==> src/rtl/maxnet_ctrl.sv <==
// Sequencing FSM for the 4-neuron Maxnet datapath: load, settle, check, update, report.
// Optional MAXNET_CTRL_ITER_STAT_EN latches the update count of each run on iter_count.
module maxnet_ctrl #(
  parameter int MAX_ITER      = 31,
  parameter int ITER_W        = 5,
  parameter int SETTLE_CYCLES = 2
) (
  input  logic              clk,
  input  logic              rst_n,
  input  logic              start,
  input  logic              done_in,
  input  logic [1:0]        idx_in,
  output logic              ld_init,
  output logic              ld_upd,
  output logic              busy,
  output logic              result_valid,
  input  logic              result_ack,
  output logic [1:0]        winner,
  output logic              timeout,
  output logic [ITER_W-1:0] iter_count
);

  localparam int SET_W = (SETTLE_CYCLES > 1) ? $clog2(SETTLE_CYCLES) : 1;

  typedef enum logic [2:0] {
    IDLE,
    LOAD,
    SETTLE,
    CHECK,
    UPDATE,
    FINISH
  } state_t;

  state_t            state;
  logic [ITER_W-1:0] iter_cnt;
  logic [SET_W-1:0]  settle_cnt;

  // Strobes default low each cycle, so a load pulse lasts exactly one state.
  always_ff @(posedge clk or negedge rst_n) begin
    if (!rst_n) begin
      state        <= IDLE;
      ld_init      <= 1'b0;
      ld_upd       <= 1'b0;
      busy         <= 1'b0;
      result_valid <= 1'b0;
      timeout      <= 1'b0;
      winner       <= 2'd0;
      iter_cnt     <= '0;
      settle_cnt   <= '0;
    end else begin
      ld_init <= 1'b0;
      ld_upd  <= 1'b0;
      case (state)
        IDLE: begin
          if (start) begin
            state   <= LOAD;
            ld_init <= 1'b1;
            busy    <= 1'b1;
          end
        end
        LOAD: begin
          iter_cnt   <= '0;
          timeout    <= 1'b0;
          settle_cnt <= '0;
          state      <= SETTLE;
        end
        SETTLE: begin
          if (settle_cnt == SET_W'(SETTLE_CYCLES - 1)) begin
            state <= CHECK;
          end else begin
            settle_cnt <= settle_cnt + 1'b1;
          end
        end
        CHECK: begin
          if (done_in) begin
            winner       <= idx_in;
            timeout      <= 1'b0;
            result_valid <= 1'b1;
            state        <= FINISH;
          end else if (iter_cnt == ITER_W'(MAX_ITER)) begin
            winner       <= 2'd0;
            timeout      <= 1'b1;
            result_valid <= 1'b1;
            state        <= FINISH;
          end else begin
            ld_upd <= 1'b1;
            state  <= UPDATE;
          end
        end
        UPDATE: begin
          iter_cnt   <= iter_cnt + 1'b1;
          settle_cnt <= '0;
          state      <= SETTLE;
        end
        FINISH: begin
          if (result_ack) begin
            result_valid <= 1'b0;
            busy         <= 1'b0;
            state        <= IDLE;
          end
        end
        default: begin
          result_valid <= 1'b0;
          busy         <= 1'b0;
          state        <= IDLE;
        end
      endcase
    end
  end

`ifdef MAXNET_CTRL_ITER_STAT_EN
  logic finish_entry;

  assign finish_entry = (state == CHECK) && (done_in || (iter_cnt == ITER_W'(MAX_ITER)));

  // Captures the update count on the same edge the FSM enters FINISH.
  always_ff @(posedge clk or negedge rst_n) begin
    if (!rst_n) begin
      iter_count <= '0;
    end else if (finish_entry) begin
      iter_count <= iter_cnt;
    end
  end
`else
  assign iter_count = '0;
`endif

endmodule

==> config.mk <==
export PLATFORM = sky130hd
export DESIGN_NAME = maxnet_ctrl
export DESIGN_NICKNAME = d
export VERILOG_FILES = /design/src/rtl/maxnet_ctrl.sv
export SDC_FILE = /design/constraint.sdc
export NUM_CORES = 1
export LEC_CHECK = 0
export ABC_AREA = 1
export ABC_CLOCK_PERIOD_IN_PS = 2100
export BUFFER_PORTS_ARGS = -buffer_cell sky130_fd_sc_hd__buf_2
export CORE_MARGIN = 4
export CORE_UTILIZATION = 50
export CTS_CLUSTER_SIZE = 16
export DETAILED_ROUTE_END_ITERATION = 7
export PLACE_DENSITY = 0.75
export SLEW_MARGIN = 20
export SYNTH_ARGS = -nofsm -noshare
export SYNTH_HDL_FRONTEND = slang
export SYNTH_SLANG_ARGS = --single-unit
==> constraint.sdc <==
create_clock -name clk -period 2.1 [get_ports clk]
set_input_delay 0.21 -clock clk [delete_from_list [all_inputs] [get_ports clk]]
set_output_delay 0.21 -clock clk [all_outputs]
set_load 0.02 [all_outputs]
==> impl_metrics.json, run 1 <==
{
  "status": "complete, no violations",
  "synth_top_area_frac": 0.519,
  "slowest_stage": "dfrtp_1",
  "core_area_um2": 1380,
  "setup_tns_ps": 0,
  "max_cap_violations": 0,
  "slew_violations": 0,
  "cts_max_level": 1,
  "die_height_um": 47.3,
  "dieArea_um2": 2240,
  "clock_sinks": 16,
  "dp_hpwl_um": 1050,
  "hold_path_class": "in -> reg",
  "cts_post_setup_buffers_inserted": 0,
  "grt_first_pass_wirelength_um": 2480,
  "synth_seq_area_share": 0.519,
  "peakVddDrop_uv": 645,
  "fmax_mhz": 653,
  "clock_path_buffers": 2,
  "antenna_cells": 0,
  "fp.dieW_um": 47.3,
  "cellPowerDensity_nw_per_um2": 1340,
  "drt_first_pass_iters": 4,
  "cts-root-buf": "clkbuf_4",
  "viasPerCell": 4.92,
  "wire_per_inst_um": 10.8,
  "fin_skew_ps": 7.68,
  "grt_usage": 0.158,
  "num_vias": 635,
  "synth_area_leaders": "dfrtp_1 (52%), nand2_1 (18%), nand3_1 (5.8%)",
  "first_global_vias": 617,
  "syn_area_um2": 772,
  "rows": 13,
  "gr-total-overflow": 0,
  "crit_type": "reg -> reg",
  "crit_path_max_incr_delay_ps": 410,
  "cts_made_buffers": 3,
  "finalHoldViolCount": 0,
  "io_buffers": 13,
  "fin_crit_ps": 1530,
  "synth_cells": 97,
  "cts_tree": "yes",
  "drc": 0,
  "antenna_found_initial": 0,
  "io_pins": 19,
  "synth_area_per_cell_um2": 7.96,
  "design_power_total_mw": 1.18,
  "crit_fanout": 6,
  "clk_pin_slew_ps": 100,
  "arrival_ps": 1700,
  "start_util": 0.558,
  "rsz0062_at_grt": "no",
  "critPathCaptureType": "flip-flop",
  "synth_top_area_cell": "dfrtp_1",
  "fillers": 118,
  "place_congestion": 0.758,
  "crit_chain": "ha_1, nand2_1, nor2_1, ha_1, nor2_1, inv_1, nand2_2, o21ai_0, nand2_1, nand2_1",
  "grt_max_degree": 17,
  "clk_latency_ps": 280,
  "antenna_left": 0,
  "required_ps": 2270,
  "area_growth_pct": 13.9,
  "wirelength_um": 1390,
  "nets": 124,
  "final_common_cell": "nand2_1",
  "leakage_nw": 0.542,
  "crit_family": "simple AND/OR/NAND/NOR gates",
  "drive_gt1_frac": 0.202,
  "ys_ff_latch": 16,
  "first_iter_violations": 15,
  "ys_types": 15,
  "reg2reg_setup_slack_ps": 570,
  "post-route-period-util": 0.729,
  "mostFrequentLayoutCells": "nand2_1 (37), dfrtp_1 (16), buf_2 (13)",
  "yosysWarnings": 0,
  "crit_top_cell": "nand2_1",
  "start_kind": "flip-flop",
  "setup_violations": 0,
  "critPathBufInv": 1
}
==> final cells by class <==
type	count	area, um2	share of cell area
flip-flops and latches	16	400	0.455
well taps	15	18.8	0.0213
inverters	9	33.8	0.0384
clock buffers	4	36.3	0.0413
multi-input cells	71	315	0.358
repair buffers	14	75.1	0.0853
==> report_power, final <==
group / leakage (nW) / switching, mW / internal, mW
clock network: 0.0210 / 0.0957 / 0.105
logic: 0.312 / 0.325 / 0.155
registers: 0.209 / 0.0836 / 0.414
total: 0.542 / 0.504 / 0.674
==> cells in the mapped netlist <==
master / instances
buf_4: 5
nand2_2: 2
or2_2: 1
nand3_1: 9
nor2_1: 9
ha_1: 2
o21ai_0: 3
o21ai_1: 1
inv_1: 8
conb_1: 1
inv_2: 1
nor2_2: 1
nand2_1: 37
o21ai_2: 1
dfrtp_1: 16
==> worst paths after layout <==
kind                        startpoint          end  depth (start not counted)
max in group asynchronous        rst_n  iter_cnt[0]                          2
max reg2reg                iter_cnt[0]     state[0]                         10
max                        iter_cnt[0]     state[0]                         10
min reg2reg                  winner[1]    winner[1]                          2
min in group asynchronous        rst_n       ld_upd                          2
min                          idx_in[1]    winner[1]                          3
==> sequential cells by signal, summed over array words and instances, names as in the netlist <==
signal,count
state,3
ld_init,1
settle_cnt,1
result_valid,1
timeout,1
winner,2
ld_upd,1
iter_cnt,5
busy,1
==> per-layer routing <==
| layer | vias up | part of all wire | wire [um] | GRT usage |
|---|---|---|---|---|
| met5 | - | 0 | 0 | 0 |
| met4 | 0 | 0.0086 | 12 | 0.0663 |
| met3 | 2 | 0.051 | 71 | 0.0345 |
| met2 | 20 | 0.51 | 712 | 0.267 |
| met1 | 289 | 0.43 | 593 | 0.192 |
| li1 | 324 | - | - | - |
==> stage by stage <==
stage / cells / cell area, um2 / setup WS [ps] / utilization / hold slack (ps)
after floorplan: 101 / 787 / 692 / - / -85.6
after global placement: 124 / 833 / 652 / 0.603 / 132
after detailed placement: 124 / 833 / 591 / 0.603 / 135
after CTS: 129 / 880 / 581 / 0.636 / 144
after global routing: 129 / 880 / 336 / 0.636 / 150
final: 129 / 880 / 569 / 0.636 / 153
==> tightest hold or removal path: cells and delay by family <==
family,cells,cell delay (ps)
buf+inv,1,80
simple gates,2,120
==> logic make-up (layout without fill, tap and decap cells) <==
| kind of cell | Yosys count | count (layout) | synth area share |
|---|---|---|---|
| buffers and inverters | 14 | 27 | 0.0924 |
| DFF | 16 | 16 | 0.519 |
| other | 1 | 5 | 0.00486 |
| AOI/OAI and AO/OA | 5 | 5 | 0.0373 |
| adders and majority gates | 2 | 2 | 0.0324 |
| and+or+nand+nor | 59 | 59 | 0.314 |
==> timing repair <==
action / in CTS / in global routing
resized for setup: 0 / 0
hold endpoints to repair: 16 / 0
hold buffers: 1 / 0
(Power assumes the default switching activity.)
==> run 2: changes to the inputs <==
--- a/config.mk
+++ b/config.mk
@@ -5,14 +5,14 @@
 export SDC_FILE = /design/constraint.sdc
 export NUM_CORES = 1
 export LEC_CHECK = 0
-export ABC_AREA = 1
-export ABC_CLOCK_PERIOD_IN_PS = 2100
+export ABC_AREA = 0
+export ABC_CLOCK_PERIOD_IN_PS = 1430
 export BUFFER_PORTS_ARGS = -buffer_cell sky130_fd_sc_hd__buf_2
 export CORE_MARGIN = 4
 export CORE_UTILIZATION = 50
 export CTS_CLUSTER_SIZE = 16
 export DETAILED_ROUTE_END_ITERATION = 7
-export PLACE_DENSITY = 0.75
+export PLACE_DENSITY = 0.73
 export SLEW_MARGIN = 20
 export SYNTH_ARGS = -nofsm -noshare
 export SYNTH_HDL_FRONTEND = slang
==> constraint.sdc (replaced) <==
create_clock -name clk -period 1.43 [get_ports clk]
set_input_delay 0.143 -clock clk [delete_from_list [all_inputs] [get_ports clk]]
set_output_delay 0.143 -clock clk [all_outputs]
set_load 0.02 [all_outputs]
==> run 2 against run 1 <==
Effect of this change:
- combinational power increased by 110%
- worst setup slack got worse by 530 ps
- sequential power increased by 53%
- maximum frequency increased by 9.9%
- largest cell class is now multi-input gates
==> impl_metrics.json, run 2 <==
{
  "drive_gt1_frac": 0.343,
  "cts-root-buf": "clkbuf_4",
  "design_power_total_mw": 2.06,
  "clock_path_buffers": 2,
  "seq_power_share": 0.369,
  "die_height_um": 49.6,
  "rsz0062_at_grt": "yes",
  "fin_skew_ps": 6.90,
  "clock_power_share": 0.146,
  "synth_area_per_cell_um2": 10.7,
  "ys.flop_type": "dfrtp_1",
  "synth-edff-count": 0,
  "syn_area_um2": 867,
  "slowest_stage": "dfrtp_1",
  "gr-total-overflow": 0,
  "required_ps": 1610,
  "instances_no_fill": 118,
  "ys_async_sr_fraction": 1.00,
  "crit_type": "reg -> reg",
  "wirelength_um": 1770,
  "first_iter_violations": 10,
  "reg2reg_setup_slack_ps": 40,
  "antenna_found_initial": 0,
  "synth_seq_area_share": 0.462,
  "setup_ws_ps": 36.9,
  "hold_slack_ps": 90.4,
  "io_buffers": 13,
  "yosysWarnings": 0,
  "synth_top_area_frac": 0.462,
  "viasPerCell": 5.94,
  "finalHoldViolCount": 0,
  "peakVddDrop_uv": 1120,
  "cts_max_level": 1,
  "dieArea_um2": 2460,
  "dpl_worst_slack_ps": -36.3,
  "ys_types": 29,
  "status": "complete, no violations",
  "synth_top_area_cell": "dfrtp_1",
  "post-route-period-util": 0.974,
  "grt_usage": 0.158,
  "start_kind": "flip-flop",
  "crit_chain": "ha_2, and3_4, ha_4, o21ai_2, buf_4, a32o_1",
  "io_pins": 19,
  "yosysMostFrequentCell": "dfrtp_1",
  "start_util": 0.550,
  "cts_made_buffers": 3,
  "synth_cells": 81,
  "grt_max_degree": 21,
  "cts_tree": "yes",
  "area_growth_pct": 16.5,
  "clk_latency_ps": 290,
  "critPathCaptureType": "flip-flop",
  "intPower_mw": 1.22,
  "fmax_mhz": 718,
  "cellPowerDensity_nw_per_um2": 2040,
  "rr_startpoint": "iter_cnt[0]",
  "switching_power_mw": 0.838,
  "nets": 112,
  "drc": 0,
  "clk_pin_slew_ps": 100,
  "antenna_cells": 0,
  "worstRegToRegCells": 6,
  "whs_path_depth": 2,
  "holdCritStartpoint": "done_in",
  "grt_first_pass_wirelength_um": 2870,
  "slew_violations": 0,
  "final_common_cell": "dfrtp_1",
  "setup_violations": 0,
  "setup_tns_ps": 0,
  "crit_path_max_incr_delay_ps": 370,
  "synth_common_cells": "dfrtp_1 (16), o21ai_0 (10), a21oi_1 (6), buf_4 (6), nand2_1 (6)",
  "reg_top3": "iter_cnt x5, state x3, winner x2",
  "p_sw_frac": 0.406,
  "combPwrFrac": 0.485,
  "largest_register_ff_count": 5,
  "leakage_nw": 0.472,
  "antenna_left": 0,
  "largest_register": "iter_cnt",
  "regToRegEndpoint": "winner[0]",
  "hold_path_class": "in -> reg",
  "ys_ff_latch": 16,
  "core_area_um2": 1580,
  "first_global_vias": 641,
  "crit_fanout": 3,
  "rows": 14,
  "place_congestion": 0.788,
  "fp.dieW_um": 49.6,
  "arrival_ps": 1580,
  "wire_per_inst_um": 15.0,
  "synth_area_leaders": "dfrtp_1 (46%), o21ai_0 (5.8%), buf_4 (5.2%)",
  "dp_cells": 111,
  "max_cap_violations": 0,
  "drt_first_pass_iters": 4,
  "fin_crit_ps": 1390,
  "num_vias": 701,
  "min_to": "ld_upd",
  "clock_sinks": 16,
  "mostFrequentLayoutCells": "dfrtp_1 (15), buf_2 (13), o21ai_0 (10)",
  "dp_hpwl_um": 1150
}
-- run 2: cell count changes in the layout (fill, tap and decap cells not counted), sizes merged, moves of 8 or more --
cell / change
buf: +9
nor2: -8
inv: -8
nand2: -33
nand3: -9
-- run 2: per-layer routing --
layer	global-route usage	wire (um)
met1	0.189	804
met2	0.238	824
met3	0.0753	128
met4	0.0737	13
met5	0	0
-- run 2: kinds of logic after synthesis --
kind of cell,count (synthesis),share of synthesized area
other cells,1,0.00432
compound gates,29,0.216
mux,2,0.0231
buf+inv,11,0.111
flops,16,0.462
fa+ha+maj,2,0.0289
simple gates,20,0.154
-- run 2: worst max-delay path by stage --
stage           endpoint   startpoint  cells past startpoint
2_1_floorplan   state[0]  iter_cnt[0]                      5
4_1_cts        winner[1]  iter_cnt[0]                      6
5_1_grt        winner[1]  iter_cnt[0]                      6
3_3_place_gp    state[0]  iter_cnt[0]                      5
3_5_place_dp    state[0]  iter_cnt[0]                      5
6_report       winner[0]  iter_cnt[0]                      6
-- run 2: final cells by class --
| class | instances | area, um2 |
|---|---|---|
| fillers | 149 | 567 |
| multi-input cells | 58 | 405 |
| flip-flops and latches | 16 | 402 |
| repair buffers | 23 | 143 |
| clock buffers | 4 | 36.3 |
| well taps | 16 | 20.0 |
| inverters | 1 | 3.75 |
-- run 2: repair_timing --
item	CTS	global route
hold buffers	1	0
endpoints found under the setup margin	1	7
resized for setup	0	4
pin swaps	1	4
setup buffers	1	1
endpoints found under the hold margin	16	0
-- run 2: critical path, delay by kind of cell, from the launching register on --
family,cells,cell delay [ps]
DFF,1,370
adders and majority gates,2,310
AOI/OAI and AO/OA,2,260
and+or+nand+nor,1,190
buffers and inverters,1,140
-- run 2: metrics by stage --
step	util	area [um2]
finish	0.640	1010
global route	0.640	1010
CTS	0.624	983
detailed placement	0.590	930
global placement	0.590	930
floorplan	-	885
-- run 2: power groups by stage --
stage	clock network, mW	logic (mW)	registers [mW]
5_1_grt	0.342	1.11	0.789
6_report	0.301	1.00	0.762
4_1_cts	0.310	0.987	0.756
2_1_floorplan	0	0.719	0.825
3_3_place_gp	0	0.950	0.763
3_5_place_dp	0	0.976	0.764
==> run 3: changes to the inputs <==
--- a/config.mk
+++ b/config.mk
@@ -5,14 +5,16 @@
 export SDC_FILE = /design/constraint.sdc
 export NUM_CORES = 1
 export LEC_CHECK = 0
-export ABC_AREA = 0
+export ABC_AREA = 1
 export ABC_CLOCK_PERIOD_IN_PS = 1430
 export BUFFER_PORTS_ARGS = -buffer_cell sky130_fd_sc_hd__buf_2
+export CAP_MARGIN = 20
 export CORE_MARGIN = 4
 export CORE_UTILIZATION = 50
 export CTS_CLUSTER_SIZE = 16
 export DETAILED_ROUTE_END_ITERATION = 7
-export PLACE_DENSITY = 0.73
+export PLACE_DENSITY = 0.75
+export REMOVE_ABC_BUFFERS = 1
 export SLEW_MARGIN = 20
 export SYNTH_ARGS = -nofsm -noshare
 export SYNTH_HDL_FRONTEND = slang
==> run 3 against run 2 <==
Effect of this change:
- cell area decreased by 0.74%
- global-route usage is 0.49 points lower
- flip-flop and latch count is the same
- maximum frequency decreased by 1.6%
- sequential share of layout area grew 0.17 points
- worst setup slack got worse by 23 ps
- critical path depth increased by 4
- routed wire length fell by 8.1%
==> impl_metrics.json, run 3 (synthesis gave the netlist of run 1 again) <==
{
  "max_cap_violations": 0,
  "place_congestion": 0.729,
  "crit_end": "state[0]",
  "drc": 0,
  "rsz0062_at_grt": "yes",
  "grt_usage": 0.153,
  "first_global_vias": 560,
  "slew_violations": 0,
  "reg_top3": "iter_cnt x5, state x3, winner x2",
  "critPathLaunch": "iter_cnt[1]",
  "rr_startpoint": "iter_cnt[1]",
  "fin_crit_ps": 1420,
  "mostFrequentLayoutCells": "nand2_1 (32), dfrtp_1 (16), buf_2 (13)",
  "io_pins": 19,
  "core_area_um2": 1380,
  "setup_tns_ps": 0,
  "arrival_ps": 1590,
  "io_buffers": 13,
  "largest_register": "iter_cnt",
  "fmax_mhz": 706,
  "peakVddDrop_uv": 1190,
  "instances_no_fill": 136,
  "rows": 13,
  "worstRegToRegCells": 10,
  "finalHoldViolCount": 0,
  "clock_sinks": 16,
  "start_util": 0.558,
  "regToRegEndpoint": "state[0]",
  "die_height_um": 47.3,
  "crit_fanout": 5,
  "fin_skew_ps": 3.09,
  "status": "complete, no violations",
  "cts-root-buf": "clkbuf_4",
  "wirelength_um": 1630,
  "dieArea_um2": 2240,
  "gr-total-overflow": 0,
  "clk_pin_slew_ps": 80,
  "start_kind": "flip-flop",
  "post-route-period-util": 0.990,
  "clk_latency_ps": 280,
  "cts_max_level": 1,
  "fp.dieW_um": 47.3,
  "dp_cells": 128,
  "leakage_nw": 0.604,
  "drt_first_pass_iters": 4,
  "drive_gt1_frac": 0.339,
  "viasPerCell": 4.84,
  "design_power_total_mw": 1.80,
  "first_iter_violations": 8,
  "required_ps": 1600,
  "antenna_left": 0,
  "num_vias": 658,
  "final_common_cell": "nand2_1",
  "hold_path_class": "in -> reg",
  "grt_max_degree": 17,
  "crit_type": "reg -> reg",
  "critPathCaptureType": "flip-flop",
  "antenna_found_initial": 0,
  "largest_register_ff_count": 5,
  "dp_hpwl_um": 1070,
  "antenna_cells": 0,
  "nets": 132,
  "reg2reg_setup_slack_ps": 10,
  "clock_path_buffers": 2,
  "wire_per_inst_um": 12.0,
  "cts_made_buffers": 3,
  "area_growth_pct": 29.8,
  "grt_first_pass_wirelength_um": 2310,
  "setup_violations": 0,
  "cellPowerDensity_nw_per_um2": 1790,
  "cts_tree": "yes"
}
-- run 3: cell count changes in the layout (fill, tap and decap cells not counted), sizes merged, moves of 2 or more --
cell   delta
a21oi     -6
a22oi     -3
a32o      -2
and3      -2
inv       +8
mux2i     -2
nand2    +33
nand3     +9
nor2      +8
nor2b     -3
nor3b     -2
nor4b     -2
o21ai     -6
o31ai     -2
-- run 3: worst min-delay path by stage --
stage                          from   endpoint  slack [ps]  cells past startpoint
after detailed placement      rst_n    ld_init          70                      1
final                     idx_in[1]  winner[1]          90                      3
after floorplan               rst_n       busy        -150                      0
after global placement        rst_n    ld_init          70                      1
after global routing      idx_in[1]  winner[1]         110                      3
after CTS                 idx_in[1]  winner[1]          90                      3
-- run 3: through the flow --
step | instance area, um2 | hold WS (ps) | util | worst slack, ps
after floorplan | 749 | -153 | - | 22.0
after global placement | 863 | 66.5 | 0.624 | 25.6
after detailed placement | 863 | 66.3 | 0.624 | -38.0
after CTS | 923 | 91.5 | 0.668 | 1.75
after global routing | 1000 | 106 | 0.725 | -61.2
final | 1000 | 93.2 | 0.725 | 13.7
-- run 3: metal layers --
metal	vias up	part of all wire	global-route usage	wire (um)
met4	0	0.019	0.0497	31
met3	4	0.061	0.0575	99
li1	342	-	-	-
met2	16	0.54	0.267	874
met1	296	0.38	0.170	621
met5	-	0	0	0
-- run 3: cell type report --
type	count	area, um2
Multi-Input combinational cell	71	388
Inverter	9	33.8
Fill cell	102	380
Tap cell	15	18.8
Timing Repair Buffer	22	139
Sequential cell	16	400
Clock buffer	3	22.5
-- run 3: critical path, stage by stage (launching register included) --
cell	delay, ps
dfrtp_1	410
ha_4	180
nand2_4	80
nor2_4	40
ha_4	150
nor2_4	100
inv_2	50
nand2_4	80
o21ai_1	60
nand2_1	80
nand2_1	60
-- run 3: power breakdown --
part	switching, mW	internal (mW)
Clock	0.123	0.0978
Sequential	0.125	0.608
Combinational	0.538	0.306
-- run 3: timing repair --
action	4_1_cts	5_1_grt
buffers inserted	3	1
endpoints found under the setup margin	4	6
pin swaps	1	4
hold endpoints to repair	16	0
resized for setup	3	17
hold buffers	1	0
cloned	0	0
